`src/rtl/avalon_st_packet_demux.sv`:
```
// Avalon-ST packet demultiplexer: broadcasts or routes whole packets by channel
// into per-port show-ahead FIFOs. Packets with an illegal channel are dropped and counted.
module avalon_st_packet_demux #(
   parameter int unsigned DATA_WIDTH    = 38,
   parameter int unsigned NUM_OUTPUTS   = 2,
   parameter int unsigned CHANNEL_WIDTH = 3,
   parameter int unsigned FIFO_DEPTH    = 4
) (
   input  logic                              clock_clk,
   input  logic                              reset_reset,
   input  logic                              cfg_broadcast,
   input  logic [DATA_WIDTH-1:0]             asi_in0_data,
   input  logic [CHANNEL_WIDTH-1:0]          asi_in0_channel,
   input  logic                              asi_in0_valid,
   output logic                              asi_in0_ready,
   input  logic                              asi_in0_startofpacket,
   input  logic                              asi_in0_endofpacket,
   output logic [NUM_OUTPUTS*DATA_WIDTH-1:0] aso_out_data,
   output logic [NUM_OUTPUTS-1:0]            aso_out_valid,
   input  logic [NUM_OUTPUTS-1:0]            aso_out_ready,
   output logic [NUM_OUTPUTS-1:0]            aso_out_startofpacket,
   output logic [NUM_OUTPUTS-1:0]            aso_out_endofpacket,
   output logic [15:0]                       drop_count
);

   localparam int unsigned AW = $clog2(FIFO_DEPTH);
   localparam int unsigned EW = DATA_WIDTH + 2;
   localparam logic [CHANNEL_WIDTH:0] NUM_OUT_C = NUM_OUTPUTS[CHANNEL_WIDTH:0];

   typedef enum logic [1:0] {IDLE, PKT, DROP} state_t;

   state_t                 state;
   logic [NUM_OUTPUTS-1:0] mask;
   logic [NUM_OUTPUTS-1:0] sop_mask;
   logic [NUM_OUTPUTS-1:0] write_mask;
   logic [NUM_OUTPUTS-1:0] full;
   logic [NUM_OUTPUTS-1:0] empty;
   logic [NUM_OUTPUTS-1:0] push;
   logic [NUM_OUTPUTS-1:0] pop;
   logic                   sop_legal;
   logic                   accept;
   logic [EW-1:0]          in_entry;

   assign in_entry = {asi_in0_startofpacket, asi_in0_endofpacket, asi_in0_data};

   always_comb begin
      sop_mask  = '0;
      sop_legal = 1'b0;
      if (cfg_broadcast) begin
         sop_mask  = '1;
         sop_legal = 1'b1;
      end else if ({1'b0, asi_in0_channel} < NUM_OUT_C) begin
         sop_legal = 1'b1;
         for (int unsigned k = 0; k < NUM_OUTPUTS; k++)
            sop_mask[k] = (asi_in0_channel == k[CHANNEL_WIDTH-1:0]);
      end
   end

   always_comb begin
      asi_in0_ready = 1'b1;
      case (state)
         IDLE:    asi_in0_ready = ~|full;
         PKT:     asi_in0_ready = ~|(full & mask);
         default: asi_in0_ready = 1'b1;
      endcase
   end

   assign accept = asi_in0_valid & asi_in0_ready;
   assign pop    = aso_out_valid & aso_out_ready;

   always_comb begin
      write_mask = '0;
      if (asi_in0_startofpacket)
         write_mask = sop_legal ? sop_mask : '0;
      else if (state == PKT)
         write_mask = mask;
   end

   // A mid-packet SOP can retarget to a FIFO that ready did not account for;
   // never overwrite a full FIFO unless it is popping in the same cycle.
   assign push = {NUM_OUTPUTS{accept}} & write_mask & (~full | pop);

   always_ff @(posedge clock_clk) begin
      if (reset_reset) begin
         state      <= IDLE;
         mask       <= '0;
         drop_count <= '0;
      end else if (accept) begin
         if (asi_in0_startofpacket) begin
            if (sop_legal) begin
               mask  <= sop_mask;
               state <= asi_in0_endofpacket ? IDLE : PKT;
            end else begin
               if (drop_count != 16'hFFFF)
                  drop_count <= drop_count + 16'd1;
               state <= asi_in0_endofpacket ? IDLE : DROP;
            end
         end else if (state != IDLE && asi_in0_endofpacket) begin
            state <= IDLE;
         end
      end
   end

   for (genvar k = 0; k < NUM_OUTPUTS; k++) begin : g_port
      logic [EW-1:0] mem [FIFO_DEPTH];
      logic [AW-1:0] wp;
      logic [AW-1:0] rp;
      logic [AW:0]   cnt;
      logic [EW-1:0] head;

      always_ff @(posedge clock_clk) begin
         if (push[k])
            mem[wp] <= in_entry;
      end

      always_ff @(posedge clock_clk) begin
         if (reset_reset) begin
            wp  <= '0;
            rp  <= '0;
            cnt <= '0;
         end else begin
            if (push[k])
               wp <= wp + 1'b1;
            if (pop[k])
               rp <= rp + 1'b1;
            case ({push[k], pop[k]})
               2'b10:   cnt <= cnt + 1'b1;
               2'b01:   cnt <= cnt - 1'b1;
               default: cnt <= cnt;
            endcase
         end
      end

      assign head     = mem[rp];
      assign full[k]  = (cnt == FIFO_DEPTH[AW:0]);
      assign empty[k] = (cnt == '0);

      assign aso_out_valid[k]                          = ~empty[k];
      assign aso_out_data[k*DATA_WIDTH +: DATA_WIDTH]  = head[DATA_WIDTH-1:0];
      assign aso_out_startofpacket[k]                  = head[EW-1];
      assign aso_out_endofpacket[k]                    = head[EW-2];
   end

endmodule
```
`config.mk`:
```
export PLATFORM = sky130hd
export DESIGN_NAME = avalon_st_packet_demux
export DESIGN_NICKNAME = d
export VERILOG_FILES = /design/src/rtl/avalon_st_packet_demux.sv
export SDC_FILE = /design/constraint.sdc
export NUM_CORES = 1
export LEC_CHECK = 0
export CAP_MARGIN = 20
export CORE_UTILIZATION = 65
export CTS_CLUSTER_DIAMETER = 60
export DETAILED_ROUTE_END_ITERATION = 7
export DONT_BUFFER_PORTS = 1
export GPL_ROUTABILITY_DRIVEN = 1
export HOLD_SLACK_MARGIN = 0.1
export PLACE_DENSITY = 0.89
export SLEW_MARGIN = 20
export SYNTH_ARGS = -nofsm -noshare
export SYNTH_HDL_FRONTEND = slang
export SYNTH_SLANG_ARGS = --single-unit
```
`constraint.sdc`:
```
create_clock -name clock_clk -period 4.7 [get_ports clock_clk]
set_input_delay 0.94 -clock clock_clk [delete_from_list [all_inputs] [get_ports clock_clk]]
set_output_delay 0.94 -clock clock_clk [all_outputs]
set_load 0.01 [all_outputs]
```
==> results.yml, run 1 <==
run_status:
  status: "completed"
final_layout:
  n_antenna_cell: 0
  multiInputGateArea_sq_um: 3110
  layout.nets: 735
  drive_gt1_frac: 0.227
  fillers: 1090
  stdcell_area_sq_um: 14900
  regArea_sq_um: 10400
  final_util: 0.731
  area_delta_synth_final_pct: 9.45
clock_network:
  clk_pin_slew_worst_paths_ns: 0.07
  cts_buffers: 35
  hold_buffers: 0
  h-tree-depth: 2
  worstSkewPairLatency_ns: 0.54
  clockRootBuffer: "clkbuf_16"
  clock_sinks: 358
  clk_path_buf_depth: 3
  cts_tree: "done"
  postCtsSetupBuffers: 0
  cts_resized: 0
worst_setup_path:
  worstSetupPathType: "register to output port"
  slowest_stage: "dfxtp_2"
  cpPeakStageDelay_ns: 1.09
  crit_family: "flip-flops"
  required_ns: 3.76
  cp-start-kind: "register"
  crit_chain: "mux4_2"
  setup.worst_path.end_class: "output port"
  cp.arrival_ns: 2.14
  critical_path.max_fanout: 40
  path_buf_inv: 0
floorplanning:
  rows: 52
  die-area_sq_um: 21600
  initial_core_util: 0.668
  num_io_pins: 148
  core_area_sq_um: 20400
  die_h_um: 147
  fp.dieW_um: 147
route:
  vias: 6516
  drtIter0Drc: 564
  wl_mm: 29.6
  drtAntennaViolNets: 0
  drc_errors: 0
  wl_per_cell_um: 30.8
  vias_per_cell: 6.77
  firstDrtPassIters: 5
yosys:
  ys_seq_area_frac: 0.760
  ys_types: 48
  synth_cells: 661
  netlist_area_sq_um: 13600
  synth_top_area_frac: 0.705
  syn-num-nets: 723
  synth.area.top_cells: "edfxtp_1 70%, mux4_2 13%, dfxtp_1 5.6%"
  yosys_register_bits: 358
  yosysWarnings: 0
  synth_area_leader_cell: "edfxtp_1"
  ys_async_sr_fraction: 0
  ys.flop_type: "edfxtp_1"
  synth_edf_count: 320
  syn_area_per_cell_sq_um: 20.6
sta:
  fin_crit_ns: 3.08
  max_freq_ghz: 0.325
  slew_headroom: 0.233
  worst_slew_pin_slew_ns: 1.15
  clock_skew_ns: 0.0431
  setup-tns-final_ns: 0
  setup_viol: 0
  hold_violations: 0
  post-route-period-util: 0.655
  drv_slew: 0
  rsz0062_at_grt: "no"
pwr:
  peakVddDrop_v: 0.000299
  cellPowerDensity_nw_per_um2: 487
  p_leak_nw: 4.56
grt:
  grt_pass1_wl_mm: 43.5
  grt_overflow: 0
  grt_pass1_vias: 6712
  grt_max_degree: 52
  antenna_found_initial: 0
  grt_use_total: 0.281
worst_hold_path:
  hold_path_class: "input port to register"
place:
  gp_congestion: 0.798
  place.port_buffers: 0
  place_area_sq_um: 13900
  hpwlAfterDp_mm: 15.5
flow_run:
  maxCapViolCount: 0
[report_power, final]
| part | leakage, nW | total, mW | switching (mW) | internal (mW) |
|---|---|---|---|---|
| Sequential | 3.20 | 3.81 | 0.229 | 3.58 |
| Combinational | 0.852 | 0.819 | 0.393 | 0.425 |
| Clock | 0.506 | 2.65 | 1.18 | 1.47 |
[final timing paths]
| path | startpoint | end | slack [ns] | depth (start not counted) |
|---|---|---|---|---|
| setup / recovery | register | aso_out_data[37] | 1.62 | 1 |
| setup reg to reg | g_port[1].cnt[0] | g_port[0].mem[3][4] | 1.78 | 5 |
| hold / removal | asi_in0_data[10] | g_port[1].mem[1][10] | 0.49 | 0 |
| hold reg to reg | g_port[1].cnt[2] | g_port[1].cnt[2] | 0.51 | 2 |
[synthesized netlist by cell type, types with 4 or more instances]
library cell	instances
edfxtp_1	320
mux4_2	80
dfxtp_1	38
nor2_1	34
inv_1	16
nand2_1	16
clkbuf_1	14
a21oi_1	11
ha_1	11
and2_1	10
buf_2	9
nor2b_1	8
nand2b_1	7
o21ai_0	7
or3_1	7
nand3_1	6
or4_1	6
xor2_1	6
mux2_2	5
mux2_4	4
[cell usage in the layout (no fill, tap or decap), types with 4 or more instances in the layout]
master,instances
a21oi_1,11
and2_4,5
clkbuf_1,7
clkbuf_16,36
clkinv_1,6
dfxtp_1,34
edfxtp_1,320
ha_1,11
inv_1,16
mux2_2,5
mux2_4,4
mux4_2,80
nand2_1,16
nand2b_1,7
nand3_1,6
nor2_1,34
nor2b_1,8
o21ai_0,7
or3_1,7
or4_1,6
xor2_1,6
[layout make-up]
cell class / count / area share
inverter: 16 / 0.00402
sequential: 358 / 0.696
clock inverter: 13 / 0.00654
clock buffer: 44 / 0.0630
tap: 270 / 0.0226
multi-input combinational: 262 / 0.208
[registers in the layout, summed over array words and instances, names as in the netlist, named ones only]
name	flops
g_port.wp	4
g_port.cnt	6
mask	2
drop_count	16
g_port.mem	320
g_port.rp	4
state	2
[worst reg2reg max path, delay by kind of cell, from the launching register on]
family / cells / cell delay, ns
AOI/OAI and AO/OA: 2 / 0.76
DFF: 1 / 0.38
and+or+nand+nor: 3 / 1.37
[cell families (layout without fill, tap and decap cells)]
kind of cell	Yosys count	after routing	synth area share
fa+ha+maj	13	13	0.0130
compound gates	32	32	0.0166
mux	92	92	0.143
flops	358	358	0.760
simple gates	117	117	0.0492
buf+inv	41	73	0.0129
xor+xnor	8	8	0.00514
[through the flow]
stage | hold WS, ns | instances | power [mW] | setup slack [ns]
after floorplan | 0.461 | 661 | 4.50 | 1.56
after global placement | 0.464 | 906 | 4.65 | 1.54
after detailed placement | 0.499 | 906 | 4.70 | 1.34
after CTS | 0.476 | 963 | 7.31 | 1.54
after global routing | 0.480 | 963 | 7.46 | 1.50
final | 0.489 | 963 | 7.28 | 1.62
[metal layers]
metal	vias up	GRT usage	share of wire
met4	0	0.0792	0.024
li1	2699	-	-
met3	45	0.0742	0.082
met1	3457	0.346	0.37
met2	315	0.494	0.53
met5	-	0	0
Power figures use the tool's default switching activity.
==> run 2: changes to the inputs <==
CORE_UTILIZATION = 57   (was 65)
PLACE_DENSITY = 0.83   (was 0.89)
clock period = 2.7 ns   (was 4.7 ns; I/O delays follow)
==> run 2 against run 1 <==
  * Cell area increased by 5.5%
  * Clock-buffer cell count is 5 lower
  * Setup slack got worse by 1.6 ns
  * Sequential share of layout area shrank 3.6 points
  * Non-clock buffer count is 42 higher
  * Clock power is 95% higher
  * Global-route usage shrank 5.2 points
  * Register-to-register slack got worse by 1.7 ns
  * Sequential power is 69% higher
  * Critical path type is now register to register
  * Highest routed layer unchanged
==> results.yml, run 2 (synthesized netlist as in run 1, its figures left out) <==
run_status:
  status: "completed"
clock_network:
  h-tree-depth: 2
  worstSkewPairLatency_ns: 0.52
  clockRootBuffer: "clkbuf_16"
  clk_path_buf_depth: 3
  cts_tree: "done"
  clk_pin_slew_worst_paths_ns: 0.06
  cts_buffers: 36
  clock_sinks: 358
final_layout:
  reg.largest.list: "g_port.mem (320), drop_count (16), g_port.cnt (6)"
  largest_reg_flops: 320
  fillers: 1428
  area_delta_synth_final_pct: 15.5
  final_util: 0.671
  drive_gt1_frac: 0.276
  regArea_sq_um: 10400
  stdcell_area_sq_um: 15700
  layout.nets: 778
  top_register: "g_port.mem"
  final_cell_mix: "320 x edfxtp_1, 80 x mux4_2, 37 x clkbuf_16"
  multiInputGateArea_sq_um: 3160
  final_common_cell: "edfxtp_1"
  n_antenna_cell: 0
route:
  firstDrtPassIters: 5
  drc_errors: 0
  wl_mm: 27.3
  vias_per_cell: 6.05
  drtAntennaViolNets: 0
  wl_per_cell_um: 25.7
  drtIter0Drc: 501
  vias: 6428
worst_setup_path:
  critical_path.max_fanout: 7
  r2r_cells: 11
  reg2reg_from: "g_port[1].cnt[1]"
  r2r-end: "g_port[1].cnt[2]"
  cp.arrival_ns: 3.04
  reg2reg_slack_ns: 0.07
  cpPeakStageDelay_ns: 0.41
  cp_common_cell: "inv_1"
  cp-start-kind: "register"
  crit_family: "simple AND/OR/NAND/NOR gates"
  required_ns: 3.11
  startpoint: "g_port[1].cnt[1]"
  slowest_stage: "or3b_4"
  crit_chain: "or3b_4, a211o_1, nand3_4, a311oi_4, inv_1, ha_2, inv_1, fa_2, xor2_1, or3_1, a21oi_1"
  setup.worst_path.end_class: "register"
  worstSetupPathType: "register to register"
  path_buf_inv: 2
worst_hold_path:
  holdPathStages: 0
  hold_path_class: "input port to register"
  hold_path_end: "g_port[0].mem[1][24]"
  min-delay-start: "asi_in0_data[24]"
floorplanning:
  initial_core_util: 0.581
  core_area_sq_um: 23500
  num_io_pins: 148
  die_h_um: 157
  die-area_sq_um: 24600
  fp.dieW_um: 157
  rows: 56
flow_run:
  maxCapViolCount: 0
grt:
  antenna_found_initial: 0
  grt_max_degree: 41
  grt_overflow: 0
  grt_pass1_wl_mm: 40.6
  grt_use_total: 0.229
  grt_pass1_vias: 6835
place:
  place.port_buffers: 0
  place_area_sq_um: 14200
  gp_congestion: 0.838
  hpwlAfterDp_mm: 15.4
sta:
  drv_slew: 0
  hold_violations: 0
  max_freq_ghz: 0.380
  slew_headroom: 0.446
  worst_slew_pin_slew_ns: 0.828
  fin_crit_ns: 2.63
  clock_skew_ns: 0.0266
  rsz0062_at_grt: "yes"
  post-route-period-util: 0.975
  setup_viol: 0
pwr:
  p_leak_nw: 4.89
  peakVddDrop_v: 0.000450
  cellPowerDensity_nw_per_um2: 853
-- run 2: what timing repair did --
action / CTS / global route
endpoints found under the setup margin: 2 / 3
resized for setup: 3 / 14
pin swaps: 2 / 6
hold buffers: 18 / 0
endpoints found under the hold margin: 129 / 0
setup buffers: 2 / 5
-- run 2: worst max-delay path by stage --
stage / end / slack, ns / depth (start not counted)
global placement: g_port[1].cnt[2] / 0.07 / 11
CTS: g_port[1].cnt[2] / 0.0007 / 11
floorplan: g_port[1].cnt[2] / 0.13 / 11
finish: g_port[1].cnt[2] / 0.07 / 11
detailed placement: g_port[1].cnt[2] / -0.07 / 11
global route: g_port[0].cnt[2] / -0.01 / 11
-- run 2: cell type report --
cell class              instances  area share
flip-flops and latches        358       0.660
clock buffers                  39      0.0593
multi-input cells             262       0.201
clock inverters                26      0.0196
repair buffers                 42      0.0316
inverters                      16     0.00381
well taps                     319      0.0253
-- run 2: metrics by stage --
step                setup TNS [ns]  cells  worst slack (ns)  hold WS (ns)  power, mW
floorplan                        0    661             0.134         0.461       7.84
global placement                 0    972            0.0663         0.467       8.18
detailed placement         -0.0893    972           -0.0667         0.486       8.28
CTS                              0   1057          0.000689         0.104       13.5
global route               -0.0186   1062           -0.0100         0.102       13.9
finish                           0   1062            0.0680         0.123       13.4
-- run 2: layer usage --
layer / share of wire / vias to the layer above / global-route usage
met5: 0 / - / 0
met4: 0.028 / 0 / 0.0798
met3: 0.081 / 64 / 0.0634
met2: 0.53 / 274 / 0.405
met1: 0.36 / 3298 / 0.269
li1: - / 2792 / -
-- run 2: power breakdown --
group          internal, mW  switching (mW)
sequential             6.24           0.199
combinational         0.875           0.944
clock                  3.17            2.01
total                  10.3            3.15
-- run 2: worst reg2reg max path, stage by stage, from the launching register on --
cell and delay (ns):
dfxtp_2 0.33, or3b_4 0.41, a211o_1 0.33, nand3_4 0.12
a311oi_4 0.07, inv_1 0.11, ha_2 0.18, inv_1 0.05
fa_2 0.33, xor2_1 0.16, or3_1 0.31, a21oi_1 0.14
==> run 3: changes to the inputs <==
CORE_UTILIZATION = 63   (was 57)
PLACE_DENSITY = 0.87   (was 0.83)
clock period = 2.6 ns   (was 2.7 ns; I/O delays follow)
==> run 3 against run 2 <==
  * The flow now finishes with violations (negative setup slack)
  * Sequential share of layout area shrank 0.60 points
  * Sequential power grew 2%
  * Worst hold slack lost 0.0039 ns
  * Largest cell class unchanged
==> results.yml, run 3 (synthesized netlist as in run 1, its figures left out) <==
route:
  drtAntennaViolNets: 0
  vias_per_cell: 6.33
  vias: 6659
  drtIter0Drc: 539
  wl_mm: 27.8
  wl_per_cell_um: 26.5
  firstDrtPassIters: 8
  drc_errors: 0
sta:
  setup-tns-final_ns: -0.0754
  rsz0062_at_grt: "yes"
  post-route-period-util: 1.01
  whs_ns: 0.119
  hold_violations: 0
  max_freq_ghz: 0.379
  fin_crit_ns: 2.64
  slew_headroom: 0.527
  layout_setup_ws_ns: -0.0383
  drv_slew: 0
  worst_slew_pin_slew_ns: 0.700
  clock_skew_ns: 0.0163
  setup_viol: 2
final_layout:
  top_register: "g_port.mem"
  fillers: 1068
  reg.largest.list: "g_port.mem (320), drop_count (16), g_port.cnt (6)"
  area_delta_synth_final_pct: 16.6
  final_util: 0.752
  stdcell_area_sq_um: 15900
  largest_reg_flops: 320
  final_cell_mix: "320 x edfxtp_1, 80 x mux4_2, 50 x dlygate4sd3_1"
  drive_gt1_frac: 0.267
  multiInputGateArea_sq_um: 3170
  final_common_cell: "edfxtp_1"
  regArea_sq_um: 10400
  layout.nets: 817
clock_network:
  clock_sinks: 358
  worstSkewPairLatency_ns: 0.50
  clk_pin_slew_worst_paths_ns: 0.06
  clockRootBuffer: "clkbuf_16"
  cts_tree: "done"
  h-tree-depth: 2
  cts_buffers: 35
  clk_path_buf_depth: 3
worst_setup_path:
  cp_common_cell: "inv_2"
  reg2reg_slack_ns: -0.04
  startpoint: "g_port[1].cnt[1]"
  r2r_cells: 11
  reg2reg_from: "g_port[1].cnt[1]"
  critical_path.max_fanout: 4
  setup.worst_path.end_class: "register"
  crit_chain: "or3b_4, a211o_1, nand3_4, a311oi_4, inv_2, ha_4, inv_2, fa_2, xor2_2, or3_1, a21oi_2"
  cp.arrival_ns: 3.06
  path_buf_inv: 2
  slowest_stage: "or3b_4"
  crit_family: "simple AND/OR/NAND/NOR gates"
  cp-start-kind: "register"
  cpPeakStageDelay_ns: 0.39
  worstSetupPathType: "register to register"
  setup.worst_path.end: "g_port[0].cnt[2]"
  required_ns: 3.02
  r2r-end: "g_port[0].cnt[2]"
  crit_cells: 11
pwr:
  cellPowerDensity_nw_per_um2: 847
  p_leak_nw: 5.01
  peakVddDrop_v: 0.000572
grt:
  grt_max_degree: 42
  grtUsageMet3: 0.0517
  grt_pass1_vias: 6989
  gr-max-usage-layer: "met2"
  antenna_found_initial: 0
  grt_use_met1: 0.312
  grt_pass1_wl_mm: 41.2
  grt_use_total: 0.256
  grt_overflow: 0
  gr-usage-met2: 0.458
worst_hold_path:
  min-delay-start: "asi_in0_data[35]"
  hold_path_class: "input port to register"
run_status:
  status: "finished with violations"
  violations: "negative setup slack"
place:
  gp_congestion: 0.824
  place.port_buffers: 0
  place_area_sq_um: 14200
  hpwlAfterDp_mm: 15.9
flow_run:
  maxCapViolCount: 0
floorplanning:
  core_area_sq_um: 21200
  fp.dieW_um: 149
  initial_core_util: 0.645
  die_h_um: 149
  num_io_pins: 148
  die-area_sq_um: 22200
  rows: 53
==> run 3: worst min-delay path by stage <==
| stage | to | slack (ns) | depth (start not counted) |
|---|---|---|---|
| global route | g_port[1].mem[3][35] | 0.10 | 0 |
| finish | g_port[1].mem[3][35] | 0.12 | 0 |
| floorplan | g_port[1].cnt[2] | 0.46 | 2 |
| detailed placement | g_port[0].cnt[2] | 0.49 | 2 |
| global placement | g_port[1].cnt[2] | 0.46 | 2 |
| CTS | g_port[1].mem[1][33] | 0.10 | 0 |
==> run 3: final cells by class <==
class                           instances  area share
Antenna cell                            1    0.000157
Clock buffer                           44      0.0572
Clock inverter                         14     0.00992
Inverter                               16     0.00378
Multi-Input combinational cell        262       0.199
Sequential cell                       358       0.654
Tap cell                              275      0.0216
Timing Repair Buffer                   82      0.0545
==> run 3: timing repair <==
action,4_1_cts,5_1_grt
hold buffers,50,0
pin swaps,2,10
gates resized for setup,8,13
setup endpoints to repair,2,5
buffers inserted,0,7
hold endpoints to repair,295,0
==> run 3: routing by layer <==
layer | vias up | part of all wire
li1 | 2869 | -
met1 | 3373 | 0.36
met2 | 352 | 0.53
met3 | 65 | 0.081
met4 | 0 | 0.026
met5 | - | 0
==> run 3: where the power goes <==
| part | switching [mW] | internal, mW |
|---|---|---|
| clock | 2.00 | 2.78 |
| sequential | 0.110 | 6.48 |
| combinational | 1.11 | 0.990 |
==> run 3: through the flow <==
step	std cells	setup slack, ns	power [mW]
2_1_floorplan	661	0.0343	8.14
3_3_place_gp	936	0.0779	8.50
3_5_place_dp	936	-0.0755	8.58
4_1_cts	1044	0.000288	13.5
5_1_grt	1051	-0.109	13.9
6_report	1052	-0.0383	13.5
